## src/rtl/alarm_controller_if.sv

```systemverilog
// alarm_controller_if: time/alarm inputs, user buttons and status outputs of the alarm controller.
// master = the side that supplies time and buttons, slave = the alarm controller itself.
interface alarm_controller_if;
    logic        tick_1hz;
    logic [4:0]  cur_hour;
    logic [5:0]  cur_min;
    logic [5:0]  cur_sec;
    logic [4:0]  alarm_hour;
    logic [5:0]  alarm_min;
    logic        alarm_en;
    logic        snooze_btn;
    logic        stop_btn;
    logic [1:0]  state;
    logic        ringing;
    logic        buzzer;
    logic [15:0] snooze_remain;

    modport master (
        output tick_1hz, cur_hour, cur_min, cur_sec,
        output alarm_hour, alarm_min, alarm_en, snooze_btn, stop_btn,
        input  state, ringing, buzzer, snooze_remain
    );

    modport slave (
        input  tick_1hz, cur_hour, cur_min, cur_sec,
        input  alarm_hour, alarm_min, alarm_en, snooze_btn, stop_btn,
        output state, ringing, buzzer, snooze_remain
    );
endinterface

```

## src/rtl/alarm_controller.sv

```systemverilog
// alarm_controller: compares the running time against the alarm time, runs the
// IDLE/ARMED/RINGING/SNOOZE state machine and drives a square-wave buzzer.
// Optional macro ALARM_SNOOZE_LIMIT_EN caps snoozes per alarm event at MAX_SNOOZE.
module alarm_controller #(
    parameter int unsigned RING_SEC   = 60,
    parameter int unsigned SNOOZE_SEC = 300,
    parameter int unsigned MAX_SNOOZE = 3,
    parameter int unsigned TONE_DIV   = 25000
) (
    input  logic              clk,
    input  logic              rst,
    alarm_controller_if.slave bus
);

    localparam int unsigned CNT_W  = 16;
    localparam int unsigned TONE_W = (TONE_DIV > 1) ? $clog2(TONE_DIV) : 1;

    typedef enum logic [1:0] {
        IDLE    = 2'd0,
        ARMED   = 2'd1,
        RINGING = 2'd2,
        SNOOZE  = 2'd3
    } state_t;

    // Elaboration-time range guard for the snooze limit
    if (MAX_SNOOZE < 1 || MAX_SNOOZE > 15) begin : g_bad_max_snooze
        $error("alarm_controller: MAX_SNOOZE must be 1..15");
    end

    state_t              state_q, state_d;
    logic [CNT_W-1:0]    ring_q, ring_d;
    logic [CNT_W-1:0]    remain_q, remain_d;
    logic [TONE_W-1:0]   tone_q, tone_d;
    logic                buzzer_q, buzzer_d;
    logic                ringing_q;
    logic                match_c;
    logic                snooze_ok_c;

`ifdef ALARM_SNOOZE_LIMIT_EN
    localparam int unsigned USED_W = 4;
    logic [USED_W-1:0]   used_q, used_d;

    // Snooze is refused once the per-event budget is spent
    always_comb begin
        snooze_ok_c = (used_q != USED_W'(MAX_SNOOZE));
    end
`else
    // Unlimited snoozes
    always_comb begin
        snooze_ok_c = 1'b1;
    end
`endif

    // Alarm match is only meaningful on the 1 Hz tick at second zero
    always_comb begin
        match_c = bus.tick_1hz
               && (bus.cur_hour == bus.alarm_hour)
               && (bus.cur_min  == bus.alarm_min)
               && (bus.cur_sec  == 6'd0);
    end

    // Next-state, counters and tone generation
    always_comb begin
        state_d  = state_q;
        ring_d   = ring_q;
        remain_d = remain_q;
        tone_d   = '0;
        buzzer_d = 1'b0;
`ifdef ALARM_SNOOZE_LIMIT_EN
        used_d   = used_q;
`endif

        if (!bus.alarm_en) begin
            state_d  = IDLE;
            ring_d   = '0;
            remain_d = '0;
`ifdef ALARM_SNOOZE_LIMIT_EN
            used_d   = '0;
`endif
        end else begin
            case (state_q)
                IDLE: begin
                    state_d = ARMED;
                end
                ARMED: begin
                    if (match_c) begin
                        state_d = RINGING;
                        ring_d  = '0;
                    end
                end
                RINGING: begin
                    if (bus.stop_btn) begin
                        state_d = ARMED;
`ifdef ALARM_SNOOZE_LIMIT_EN
                        used_d  = '0;
`endif
                    end else if (bus.snooze_btn && snooze_ok_c) begin
                        state_d  = SNOOZE;
                        remain_d = CNT_W'(SNOOZE_SEC);
`ifdef ALARM_SNOOZE_LIMIT_EN
                        used_d   = used_q + USED_W'(1);
`endif
                    end else if (bus.tick_1hz) begin
                        if (ring_q == CNT_W'(RING_SEC - 1)) begin
                            state_d = ARMED;
`ifdef ALARM_SNOOZE_LIMIT_EN
                            used_d  = '0;
`endif
                        end else begin
                            ring_d = ring_q + CNT_W'(1);
                        end
                    end
                end
                SNOOZE: begin
                    if (bus.stop_btn) begin
                        state_d  = ARMED;
                        remain_d = '0;
`ifdef ALARM_SNOOZE_LIMIT_EN
                        used_d   = '0;
`endif
                    end else if (bus.tick_1hz) begin
                        if (remain_q == CNT_W'(1)) begin
                            state_d  = RINGING;
                            remain_d = '0;
                            ring_d   = '0;
                        end else begin
                            remain_d = remain_q - CNT_W'(1);
                        end
                    end
                end
                default: begin
                    state_d = IDLE;
                end
            endcase
        end

        // Tone runs only while staying in RINGING; entry and exit restart it silent
        if (state_q == RINGING && state_d == RINGING) begin
            if (tone_q == TONE_W'(TONE_DIV - 1)) begin
                tone_d   = '0;
                buzzer_d = ~buzzer_q;
            end else begin
                tone_d   = tone_q + TONE_W'(1);
                buzzer_d = buzzer_q;
            end
        end
    end

    // State and counter registers with synchronous reset
    always_ff @(posedge clk) begin
        if (rst) begin
            state_q   <= IDLE;
            ring_q    <= '0;
            remain_q  <= '0;
            tone_q    <= '0;
            buzzer_q  <= 1'b0;
            ringing_q <= 1'b0;
        end else begin
            state_q   <= state_d;
            ring_q    <= ring_d;
            remain_q  <= remain_d;
            tone_q    <= tone_d;
            buzzer_q  <= buzzer_d;
            ringing_q <= (state_d == RINGING);
        end
    end

`ifdef ALARM_SNOOZE_LIMIT_EN
    // Snooze-used counter register
    always_ff @(posedge clk) begin
        if (rst) begin
            used_q <= '0;
        end else begin
            used_q <= used_d;
        end
    end
`endif

    assign bus.state         = state_q;
    assign bus.ringing       = ringing_q;
    assign bus.buzzer        = buzzer_q;
    assign bus.snooze_remain = remain_q;

endmodule

```

## src/flat_wrapper.sv

```systemverilog
// flat-port wrapper written by rule: the top's interface ports become plain ports
module alarm_controller_flat 
#(
    parameter int unsigned RING_SEC   = 60,
    parameter int unsigned SNOOZE_SEC = 300,
    parameter int unsigned MAX_SNOOZE = 3,
    parameter int unsigned TONE_DIV   = 25000
)
  (clk, rst, bus_tick_1hz, bus_cur_hour, bus_cur_min, bus_cur_sec, bus_alarm_hour, bus_alarm_min, bus_alarm_en, bus_snooze_btn, bus_stop_btn, bus_state, bus_ringing, bus_buzzer, bus_snooze_remain);
  alarm_controller_if bus_i ();
  input  logic clk;
  input  logic rst;
  input wire logic [$bits(bus_i.tick_1hz)-1:0] bus_tick_1hz;
  input wire logic [$bits(bus_i.cur_hour)-1:0] bus_cur_hour;
  input wire logic [$bits(bus_i.cur_min)-1:0] bus_cur_min;
  input wire logic [$bits(bus_i.cur_sec)-1:0] bus_cur_sec;
  input wire logic [$bits(bus_i.alarm_hour)-1:0] bus_alarm_hour;
  input wire logic [$bits(bus_i.alarm_min)-1:0] bus_alarm_min;
  input wire logic [$bits(bus_i.alarm_en)-1:0] bus_alarm_en;
  input wire logic [$bits(bus_i.snooze_btn)-1:0] bus_snooze_btn;
  input wire logic [$bits(bus_i.stop_btn)-1:0] bus_stop_btn;
  output wire logic [$bits(bus_i.state)-1:0] bus_state;
  output wire logic [$bits(bus_i.ringing)-1:0] bus_ringing;
  output wire logic [$bits(bus_i.buzzer)-1:0] bus_buzzer;
  output wire logic [$bits(bus_i.snooze_remain)-1:0] bus_snooze_remain;
  assign bus_i.tick_1hz = bus_tick_1hz;
  assign bus_i.cur_hour = bus_cur_hour;
  assign bus_i.cur_min = bus_cur_min;
  assign bus_i.cur_sec = bus_cur_sec;
  assign bus_i.alarm_hour = bus_alarm_hour;
  assign bus_i.alarm_min = bus_alarm_min;
  assign bus_i.alarm_en = bus_alarm_en;
  assign bus_i.snooze_btn = bus_snooze_btn;
  assign bus_i.stop_btn = bus_stop_btn;
  assign bus_state = bus_i.state;
  assign bus_ringing = bus_i.ringing;
  assign bus_buzzer = bus_i.buzzer;
  assign bus_snooze_remain = bus_i.snooze_remain;
  alarm_controller #(.RING_SEC(RING_SEC), .SNOOZE_SEC(SNOOZE_SEC), .MAX_SNOOZE(MAX_SNOOZE), .TONE_DIV(TONE_DIV)) u_core (.clk(clk), .rst(rst), .bus(bus_i));
endmodule
```

## config.mk

```make
export PLATFORM = sky130hd
export DESIGN_NAME = alarm_controller_flat
export DESIGN_NICKNAME = d
export VERILOG_FILES = /design/src/rtl/alarm_controller_if.sv /design/src/rtl/alarm_controller.sv /design/src/flat_wrapper.sv
export SDC_FILE = /design/constraint.sdc
export NUM_CORES = 1
export LEC_CHECK = 0
export ABC_CLOCK_PERIOD_IN_PS = 3310
export CELL_PAD_IN_SITES_DETAIL_PLACEMENT = 0
export CELL_PAD_IN_SITES_GLOBAL_PLACEMENT = 1
export CORE_MARGIN = 3
export CORE_UTILIZATION = 33
export CTS_BUF_LIST = sky130_fd_sc_hd__clkbuf_4 sky130_fd_sc_hd__clkbuf_8
export CTS_CLUSTER_SIZE = 28
export DETAILED_ROUTE_END_ITERATION = 10
export PLACE_DENSITY = 0.77
export SYNTH_ARGS = -nofsm -noshare
export SYNTH_HDL_FRONTEND = slang
export SYNTH_SLANG_ARGS = --single-unit
```

## constraint.sdc

```tcl
create_clock -name clk -period 3.31 [get_ports clk]
set_input_delay 0.662 -clock clk [delete_from_list [all_inputs] [get_ports clk]]
set_output_delay 0.662 -clock clk [all_outputs]
set_load 0.005 [all_outputs]
```

* Word-level counts from Yosys, hierarchy flattened
Cells that the tools add are included.
Word-level totals: flip-flop bits (word level) 51, input bits 34, output and inout port bits 20, logic and storage cells 69
Operators by class: $add $sub $neg 3, equality and inequality tests 19, multiplexer cells 25, bitwise gates (word level) 3, reduce and logical (&&, ||, !) cells 13
Operators with widths (number):
- 2-to-1 mux 16 bit | 13
- one-hot mux 16 bit (3 select lines) | 1
- one-hot mux 16 bit (2 select lines) | 1
- 2-to-1 mux 2 bit | 9
- adder 16 x 1 -> 16 bit, second input constant | 1
- == test 16 x 1 -> 1 bit, second input constant | 1
- == test 16 x 6 -> 1 bit, second input constant | 1
- subtractor 16 x 1 -> 16 bit, second input constant | 1
- adder 15 x 1 -> 15 bit, second input constant | 1
- == test 15 bit, second input constant | 1
- != test 2 bit, second input constant | 7
- AND reduction 9 bit | 1
- one-hot mux 2 bit (4 select lines) | 1
- == test 2 bit, second input constant | 3
- == test 6 bit | 1
- logical NOT 6 bit | 1
- == test 5 bit | 1
- logical AND 1 bit | 4
- != test 2 x 1 -> 1 bit, second input constant | 2
- AND reduction 4 bit | 1
- OR reduction 2 bit | 2
- != test 3 bit, second input constant | 1
- NOT 1 bit | 3
- nonzero test 3 bit | 1
- other kinds (4) | 4

* Depth between registers and ports, before layout
Gate-level depths: netlist of run 1.
depth after elaboration 11, gate-level depth with buffers 10, gate-level depth less buffers 8

* Least setup slack after synthesis of run 1
No wires, ideal clock.
path kind input-to-reg, from input bus_cur_sec[1], to register u_core.ring_q[12], library setup time 0.132 ns, arrival 2.419 ns, data required time 3.178 ns, slack 0.759 ns, stages on the path 9, path buffers 3, cell sequence nor4_2 nand4_1 or4_1 buf_2 a21o_1 buf_6 buf_2 o31ai_1 a21oi_1
Between the ends: word-level cells in the longest chain between the ends 4
Ends and longest elaborated chain:
- from (decl) | line flat_wrapper.sv:16 | input wire logic [$bits(bus_i.cur_sec)-1:0] bus_cur_sec;
- logical NOT 6 bit | line alarm_controller.sv:59 | && (bus.cur_sec == 6'd0);
- logical AND 1 bit | line alarm_controller.sv:59
- != test 2 x 1 -> 1 bit (no line)
- AND reduction 9 bit (no line)
- to (signal assigned) | line alarm_controller.sv:160 | ring_q <= ring_d;
- to (decl) | line alarm_controller.sv:31 | logic [CNT_W-1:0] ring_q, ring_d;
No other way between the ends. A chain may end at the register's enable or synchronous reset.

* Final worst setup path of run 1
Ends and elaborated chain as after synthesis.

==> results of run 1 <==
-- layout by cell type (no fill, tap or decap), types with 2 or more instances in the layout --
cell type,instances
nor2_1,56
clkdlybuf4s50_1,53
dfxtp_1,51
xnor2_1,29
nand3_1,22
nand2_1,21
a21oi_1,21
nor3_1,14
or3_1,11
nor4_1,11
xor2_1,11
o21ai_1,10
buf_4,8
inv_1,7
or4_1,7
and3_1,6
clkbuf_8,5
nand2b_1,4
o211ai_1,4
nand4_1,4
nor2b_1,4
ha_1,4
a22oi_1,2
nor4b_1,2
a21o_1,2
o31ai_1,2
o21ai_0,2
clkinv_4,2
-- worst max-delay path by stage --
| stage | to | depth (start not counted) |
|---|---|---|
| floorplan | u_core.ring_q[12]$_SDFFE_PP0P_ | 9 |
| global placement | u_core.ring_q[12]$_SDFFE_PP0P_ | 8 |
| detailed placement | u_core.ring_q[12]$_SDFFE_PP0P_ | 8 |
| CTS | u_core.ring_q[12]$_SDFFE_PP0P_ | 8 |
| global route | u_core.ring_q[12]$_SDFFE_PP0P_ | 8 |
| finish | u_core.ring_q[12]$_SDFFE_PP0P_ | 8 |
-- stage by stage --
stage / hold slack (ns) / utilization / setup slack [ns]
2_1_floorplan: 0.430 / - / 0.759
3_3_place_gp: 0.448 / 0.428 / 0.228
3_5_place_dp: 0.452 / 0.428 / 0.183
4_1_cts: 0.477 / 0.440 / 0.526
5_1_grt: 0.499 / 0.440 / 0.406
6_report: 0.473 / 0.440 / 0.531
-- where the power goes --
part	internal [uW]	switching (uW)
combinational	55.1	32.4
clock	157	225
sequential	614	1.93
total	826	259
-- registers in the layout (all words and copies together), names as in the netlist --
register / flops
u_core.bus.buzzer: 1
u_core.bus.ringing: 1
u_core.bus.snooze_remain: 16
u_core.bus.state: 2
u_core.ring_q: 16
u_core.tone_q: 15
-- critical path: stages --
cell	delay (ns)
clkdlybuf4s50_1	0.41
nor4_2	0.24
nand4_1	0.14
or4_1	0.58
a21o_1	0.26
buf_4	0.19
or4_1	0.39
a21oi_1	0.14
-- kinds of logic after synthesis --
family                   synth area share
AND/OR/NAND/NOR                     0.317
flip-flops                          0.383
AO/OA/AOI/OAI                       0.112
XOR/XNOR                            0.131
buffers and inverters              0.0333
adder cells (fa/ha/maj)            0.0188
multiplexers                      0.00376
-- cell type report --
type	count	share of cell area
clock buffers	5	0.0201
clock inverters	3	0.00842
inverters	7	0.00769
multi-input cells	263	0.455
flip-flops and latches	51	0.299
well taps	102	0.0373
repair buffers	61	0.173
-- per-layer routing --
layer,up-vias,share of wire
met5,-,0
met4,0,0.015
met3,11,0.034
met2,42,0.47
met1,1088,0.48
li1,1277,-
==> flow_summary.yaml, run 1 <==
run_status:
  status: "completed"
clock_network:
  cts_tree: "done"
  htree_levels: 2
  cts_sinks: 51
  clkTransAtPathRegs_ns: 0.10
  clk-insertion-delay-late_ns: 0.31
  holdBufCountCts: 0
  post_cts_buffers: 0
  clockBufferDepth: 2
  cts_buffers: 5
  cts_root_buf: "clkbuf_8"
  post_cts_resized: 0
die:
  die_w_um: 95.9
  coreArea_sq_um: 7770
  die_h_um: 95.9
  fp-row-count: 32
  dieArea_sq_um: 9190
  io-pin-count: 54
  start_util: 0.343
timing:
  fin_skew_ns: 0.00787
  finalCriticalPeriod_ns: 2.78
  relSlewSlack: 0.541
  hold_viol_final: 0
  rsz0062_at_grt: "no"
  tightest_slew_ns: 0.685
  fmax_ghz: 0.360
  maxSlewViolCount: 0
  setup_tns_ns: 0
  finalSetupViolCount: 0
  final.period_utilization: 0.840
synthesis:
  synth_top_cell_by_area: "dfxtp_1"
  async_reset_ff_frac: 0
  netlist_area_sq_um: 2670
  yosys_warnings: 0
  netlist_top_cells_count: "nor2_1 (56), dfxtp_1 (51), xnor2_1 (29), nand3_1 (22)"
  yosys_register_bits: 51
  syn-mean-instance-area_sq_um: 8.00
  synthTopCellsByArea: "dfxtp_1 (38%), xnor2_1 (9.5%), nor2_1 (7.9%)"
  synthDominantCellAreaShare: 0.383
  ys_types: 41
  synth_seq_area_share: 0.383
  syn-num-nets: 371
  yosysMostFrequentCell: "nor2_1"
  synth_edf_count: 0
  synthCells: 333
  ys.flop_type: "dfxtp_1"
worst_setup_path:
  r2r_cells: 7
  worstPathRequired_ns: 3.55
  startpoint_type: "primary input"
  critPathKind: "primary input to register"
  crit_fanout: 14
  end_kind: "register"
  r2r-end: "u_core.ring_q[12]$_SDFFE_PP0P_"
  crit_start: "bus_cur_sec[1]"
  r2r_slack_ns: 0.58
  cp.arrival_ns: 3.02
  r2r_start: "u_core.bus.snooze_remain[10]$_SDFFE_PP0P_"
layout:
  fin_area_sq_um: 3420
  final_cells: 492
  post_route_cells_drive_above_1_share: 0.0513
  multi_input_area_sq_um: 1560
  nFillCells: 809
  diodes: 0
  regArea_sq_um: 1020
  layout.nets: 427
  syn2layout_area_growth_pct: 28.3
route:
  via_per_inst: 4.91
  drt_wl_total_mm: 6.08
  vias: 2418
  drc: 0
  dr.pass1.iters: 4
  drtAntennaViolNets: 0
  first_iter_violations: 71
  wl_per_cell_um: 12.3
place:
  dpl.hpwl_mm: 4.63
  io_buffers: 53
  dp_cells: 484
  placed_area_sq_um: 3320
  gp_congestion: 0.778
power:
  p_leak_uw: 0.00109
  power_uw: 1090
  irDropWorstVdd_v: 0.000146
  pwr_density_cell_nw_per_um2: 317
min_path:
  hold_path.class: "register to register"
  hold_path_end: "u_core.tone_q[0]$_SDFF_PP0_"
  hold_depth: 1
  hp-start: "u_core.tone_q[0]$_SDFF_PP0_"
global_route:
  grt_max_degree: 19
  grt_pass1_vias: 2306
  grt.total_usage: 0.141
  overflow: 0
  grt_pass1_wl_mm: 10.5
  busiest_layer: "met2"
  use_met2: 0.231
  grt_util_met3: 0.0328
  antenna_found_initial: 0
  met1_usage: 0.185
run:
  maxCapViolations: 0
No activity file was read; power rests on OpenSTA's default activity.
==> run 2: changes to the inputs <==
--- a/config.mk
+++ b/config.mk
@@ -5,7 +5,7 @@
 export SDC_FILE = /design/constraint.sdc
 export NUM_CORES = 1
 export LEC_CHECK = 0
-export ABC_CLOCK_PERIOD_IN_PS = 3310
+export ABC_CLOCK_PERIOD_IN_PS = 2850
 export CELL_PAD_IN_SITES_DETAIL_PLACEMENT = 0
 export CELL_PAD_IN_SITES_GLOBAL_PLACEMENT = 1
 export CORE_MARGIN = 3
==> constraint.sdc (replaced) <==
create_clock -name clk -period 2.85 [get_ports clk]
set_input_delay 0.57 -clock clk [delete_from_list [all_inputs] [get_ports clk]]
set_output_delay 0.57 -clock clk [all_outputs]
set_load 0.005 [all_outputs]
==> flow_summary.yaml, run 2 (same netlist as run 1, synthesis figures left out) <==
route:
  drt_wl_total_mm: 6.33
  drtAntennaViolNets: 0
  wl_per_cell_um: 12.5
  via_per_inst: 4.96
  drc: 0
  vias: 2515
  first_iter_violations: 127
  dr.pass1.iters: 4
global_route:
  grt_pass1_vias: 2388
  grt_max_degree: 17
  overflow: 0
  grt_pass1_wl_mm: 11.0
  grt.total_usage: 0.148
  antenna_found_initial: 0
layout:
  diodes: 0
  fin_area_sq_um: 3570
  layout_common_cells: "nor2_1 (56), clkdlybuf4s50_1 (53), dfxtp_1 (51)"
  layout.nets: 442
  post-route-util: 0.459
  syn2layout_area_growth_pct: 33.8
  final_common_cell: "nor2_1"
  post_route_cells_drive_above_1_share: 0.0864
clock_network:
  cts_sinks: 51
  htree_levels: 2
  clockBufferDepth: 2
  holdBufCountCts: 0
  post_cts_resized: 0
  clkTransAtPathRegs_ns: 0.10
  cts_buffers: 5
  cts_root_buf: "clkbuf_8"
  cts_tree: "done"
  clk-insertion-delay-late_ns: 0.30
  post_cts_buffers: 0
timing:
  setup_tns_ns: 0
  finalCriticalPeriod_ns: 2.63
  rsz0062_at_grt: "no"
  fin_skew_ns: 0.00868
  tightest_slew_ns: 0.606
  fmax_ghz: 0.380
  maxSlewViolCount: 0
  final.period_utilization: 0.923
  finalSetupViolCount: 0
  relSlewSlack: 0.593
  hold_viol_final: 0
power:
  p_leak_uw: 0.00118
  irDropWorstVdd_v: 0.000200
  pwr_density_cell_nw_per_um2: 383
die:
  fp-row-count: 32
  die_w_um: 95.9
  io-pin-count: 54
  dieArea_sq_um: 9190
  start_util: 0.343
  coreArea_sq_um: 7770
  die_h_um: 95.9
run:
  maxCapViolations: 0
worst_setup_path:
  startpoint_type: "primary input"
  crit_fanout: 8
  cp.arrival_ns: 2.87
  worstPathRequired_ns: 3.09
  end_kind: "register"
  critPathKind: "primary input to register"
place:
  gp_congestion: 0.801
  io_buffers: 53
  dpl.hpwl_mm: 4.76
  placed_area_sq_um: 3450
min_path:
  hold_path.class: "register to register"
run_status:
  status: "completed"
## run 2: cell count changes in the layout (fill, tap and decap cells not counted), sizes merged
cell / delta
buf: +15
clkinv: -2
bufinv: +1
clkbuf: +1
## run 2: where the power goes
part           switching (uW)  leakage, uW  internal (uW)
logic                    39.0     0.000705           69.3
clock network             253    0.0000618            289
registers                2.20     0.000411            713
## run 2: final timing paths
check                                      startpoint                             end  slack (ns)  depth (start not counted)
max                                    bus_cur_sec[1]  u_core.ring_q[15]$_SDFFE_PP0P_        0.22                          8
min reg2reg               u_core.tone_q[0]$_SDFF_PP0_     u_core.tone_q[0]$_SDFF_PP0_        0.47                          1
max reg2reg  u_core.bus.snooze_remain[1]$_SDFFE_PP0P_  u_core.ring_q[15]$_SDFFE_PP0P_        0.29                         10
min                       u_core.tone_q[0]$_SDFF_PP0_     u_core.tone_q[0]$_SDFF_PP0_        0.47                          1
## run 2: per-stage QoR
step	setup slack [ns]	hold slack (ns)	instances	total power, uW
2_1_floorplan	0.391	0.430	333	771
3_3_place_gp	-0.0878	0.447	499	840
3_5_place_dp	-0.109	0.455	499	841
4_1_cts	0.211	0.480	507	1380
5_1_grt	0.0311	0.506	507	1420
6_report	0.220	0.474	507	1370
## run 2: area by class of cell
| class | instances | area, sq um |
|---|---|---|
| clock inverter | 2 | 38.8 |
| sequential | 51 | 1020 |
| timing repair buffer | 76 | 716 |
| fill | 789 | 4200 |
| tap | 102 | 128 |
| multi-input combinational | 263 | 1560 |
| inverter | 7 | 26.3 |
| clock buffer | 6 | 82.6 |
## run 2: worst max-delay path, stage by stage
cell	delay (ns)
clkdlybuf4s50_1	0.41
nor4_2	0.24
nand4_1	0.13
or4_1	0.56
a21o_1	0.29
buf_4	0.19
or3_1	0.34
a21oi_1	0.14
## run 2: metal layers
metal / wire [um] / global-route usage
met5: 0 / 0
met4: 46 / 0.0427
met3: 182 / 0.0266
met2: 3050 / 0.243
met1: 3060 / 0.199
==> run 3: changes to the inputs <==
--- a/config.mk
+++ b/config.mk
@@ -5,15 +5,16 @@
 export SDC_FILE = /design/constraint.sdc
 export NUM_CORES = 1
 export LEC_CHECK = 0
-export ABC_CLOCK_PERIOD_IN_PS = 2850
+export ABC_CLOCK_PERIOD_IN_PS = 2330
 export CELL_PAD_IN_SITES_DETAIL_PLACEMENT = 0
 export CELL_PAD_IN_SITES_GLOBAL_PLACEMENT = 1
-export CORE_MARGIN = 3
+export CORE_ASPECT_RATIO = 0.8
+export CORE_MARGIN = 1.5
 export CORE_UTILIZATION = 33
 export CTS_BUF_LIST = sky130_fd_sc_hd__clkbuf_4 sky130_fd_sc_hd__clkbuf_8
 export CTS_CLUSTER_SIZE = 28
 export DETAILED_ROUTE_END_ITERATION = 10
-export PLACE_DENSITY = 0.77
+export PLACE_DENSITY = 0.8
 export SYNTH_ARGS = -nofsm -noshare
 export SYNTH_HDL_FRONTEND = slang
 export SYNTH_SLANG_ARGS = --single-unit
==> constraint.sdc (replaced) <==
create_clock -name clk -period 2.33 [get_ports clk]
set_input_delay 0.466 -clock clk [delete_from_list [all_inputs] [get_ports clk]]
set_output_delay 0.466 -clock clk [all_outputs]
set_load 0.005 [all_outputs]
==> flow_summary.yaml, run 3 (same netlist as run 1, synthesis figures left out) <==
run_status:
  status: "completed"
worst_setup_path:
  crit_fanout: 8
  cp.arrival_ns: 2.55
  r2r_slack_ns: 0.01
  r2r-end: "u_core.ring_q[5]$_SDFFE_PP0P_"
  r2r_cells: 6
  r2r_start: "u_core.bus.snooze_remain[8]$_SDFFE_PP0P_"
  path_cells: "or4_4 > nor4_4 > a21boi_2 > a21o_4 > or4_1 > a21oi_1"
  crit_start: "u_core.bus.snooze_remain[8]$_SDFFE_PP0P_"
  slowest_delay_ns: 0.56
  end_kind: "register"
  slowest_stage: "or4_4"
  startpoint_type: "register"
  critPathKind: "register to register"
  worstPathRequired_ns: 2.56
timing:
  fin_ws_ns: 0.0123
  tightest_slew_ns: 0.481
  maxSlewViolCount: 0
  finalSetupViolCount: 0
  fmax_ghz: 0.431
  whs_ns: 0.493
  fin_skew_ns: 0.0112
  final.period_utilization: 0.995
  relSlewSlack: 0.677
  hold_viol_final: 0
  finalCriticalPeriod_ns: 2.32
  rsz0062_at_grt: "yes"
global_route:
  overflow: 0
  grt_pass1_vias: 2594
  antenna_found_initial: 0
  grt_pass1_wl_mm: 11.6
  grt.total_usage: 0.168
  grt_max_degree: 17
die:
  io-pin-count: 54
  coreArea_sq_um: 7870
  dieArea_sq_um: 8630
  die_h_um: 83.4
  die_w_um: 103
  start_util: 0.338
  fp-row-count: 29
clock_network:
  cts_root_buf: "clkbuf_8"
  clk-insertion-delay-late_ns: 0.30
  cts_tree: "done"
  clockBufferDepth: 2
  cts_sinks: 51
  htree_levels: 2
  clkTransAtPathRegs_ns: 0.10
  holdBufCountCts: 0
  cts_buffers: 5
layout:
  post_route_cells_drive_above_1_share: 0.193
  fin_area_sq_um: 3870
  layout_common_cells: "nor2_1 (56), buf_4 (55), dfxtp_1 (50)"
  post-route-util: 0.492
  diodes: 0
  syn2layout_area_growth_pct: 45.4
  layout.nets: 478
  final_common_cell: "nor2_1"
  multi_input_area_sq_um: 1620
  regArea_sq_um: 1020
  nFillCells: 808
min_path:
  hold_depth: 1
  hold_path.class: "register to register"
  hp-start: "u_core.tone_q[0]$_SDFF_PP0_"
  hold_path_end: "u_core.tone_q[0]$_SDFF_PP0_"
route:
  first_iter_violations: 129
  drtAntennaViolNets: 0
  drt_wl_total_mm: 6.87
  dr.pass1.iters: 4
  vias: 2720
  via_per_inst: 4.95
  wl_per_cell_um: 12.5
  drc: 0
run:
  maxCapViolations: 0
power:
  p_int_uw: 1210
  switchingPower_uw: 370
  p_leak_uw: 0.00141
  swShare: 0.234
  irDropWorstVdd_v: 0.000285
  clock_power_share: 0.349
  p_seq_frac: 0.553
  pwr_density_cell_nw_per_um2: 408
  comb_power_share: 0.097
place:
  preCtsSetupSlack_ns: -0.504
  gp_congestion: 0.825
  io_buffers: 53
  placed_area_sq_um: 3630
  dpl.hpwl_mm: 5.07
-- run 3: repair_timing --
action | in CTS | in global routing
setup endpoints to repair | 13 | 8
setup buffers | 14 | 0
pin swaps | 29 | 2
gates resized for setup | 38 | 10
gates cloned | 0 | 0
-- run 3: how the worst max path moves through the flow --
stage,endpoint,cells past startpoint
after floorplan,u_core.ring_q[12]$_SDFFE_PP0P_,8
final,u_core.ring_q[5]$_SDFFE_PP0P_,6
after global routing,u_core.ring_q[5]$_SDFFE_PP0P_,6
after global placement,u_core.ring_q[10]$_SDFFE_PP0P_,8
after CTS,u_core.ring_q[5]$_SDFFE_PP0P_,6
after detailed placement,u_core.ring_q[3]$_SDFFE_PP0P_,8
-- run 3: area by class of cell --
| type | count | share of cell area |
|---|---|---|
| clock inverters | 2 | 0.00420 |
| well taps | 108 | 0.0349 |
| repair buffers | 112 | 0.251 |
| multi-input cells | 263 | 0.418 |
| inverters | 7 | 0.00678 |
| clock buffers | 6 | 0.0213 |
| flip-flops and latches | 51 | 0.264 |
-- run 3: per-layer routing --
layer | part of all wire | vias to the layer above | wire length [um] | global-route usage
met5 | 0 | - | 0 | 0
met4 | 0.0093 | 0 | 64 | 0.0344
met3 | 0.042 | 6 | 286 | 0.0429
met2 | 0.46 | 57 | 3190 | 0.266
met1 | 0.48 | 1267 | 3330 | 0.229
li1 | - | 1390 | - | -
-- run 3: power by group through the flow --
stage / logic, uW / clock network [uW] / registers (uW)
6_report: 154 / 552 / 875
5_1_grt: 167 / 599 / 876
4_1_cts: 153 / 564 / 875
3_5_place_dp: 144 / 0 / 895
3_3_place_gp: 142 / 0 / 895
2_1_floorplan: 51.4 / 0 / 893
-- run 3: critical path, delay by kind of cell (launching register included) --
kind | cells | cell delay, ns
compound gates | 3 | 0.49
simple gates | 3 | 1.43
flops | 1 | 0.33
-- run 3: stage by stage --
step / setup TNS, ns / std cells / total power [uW]
6_report: 0 / 549 / 1580
5_1_grt: -0.0138 / 549 / 1640
4_1_cts: 0 / 549 / 1590
3_5_place_dp: -6.63 / 528 / 1040
3_3_place_gp: -5.31 / 528 / 1040
2_1_floorplan: 0 / 333 / 944
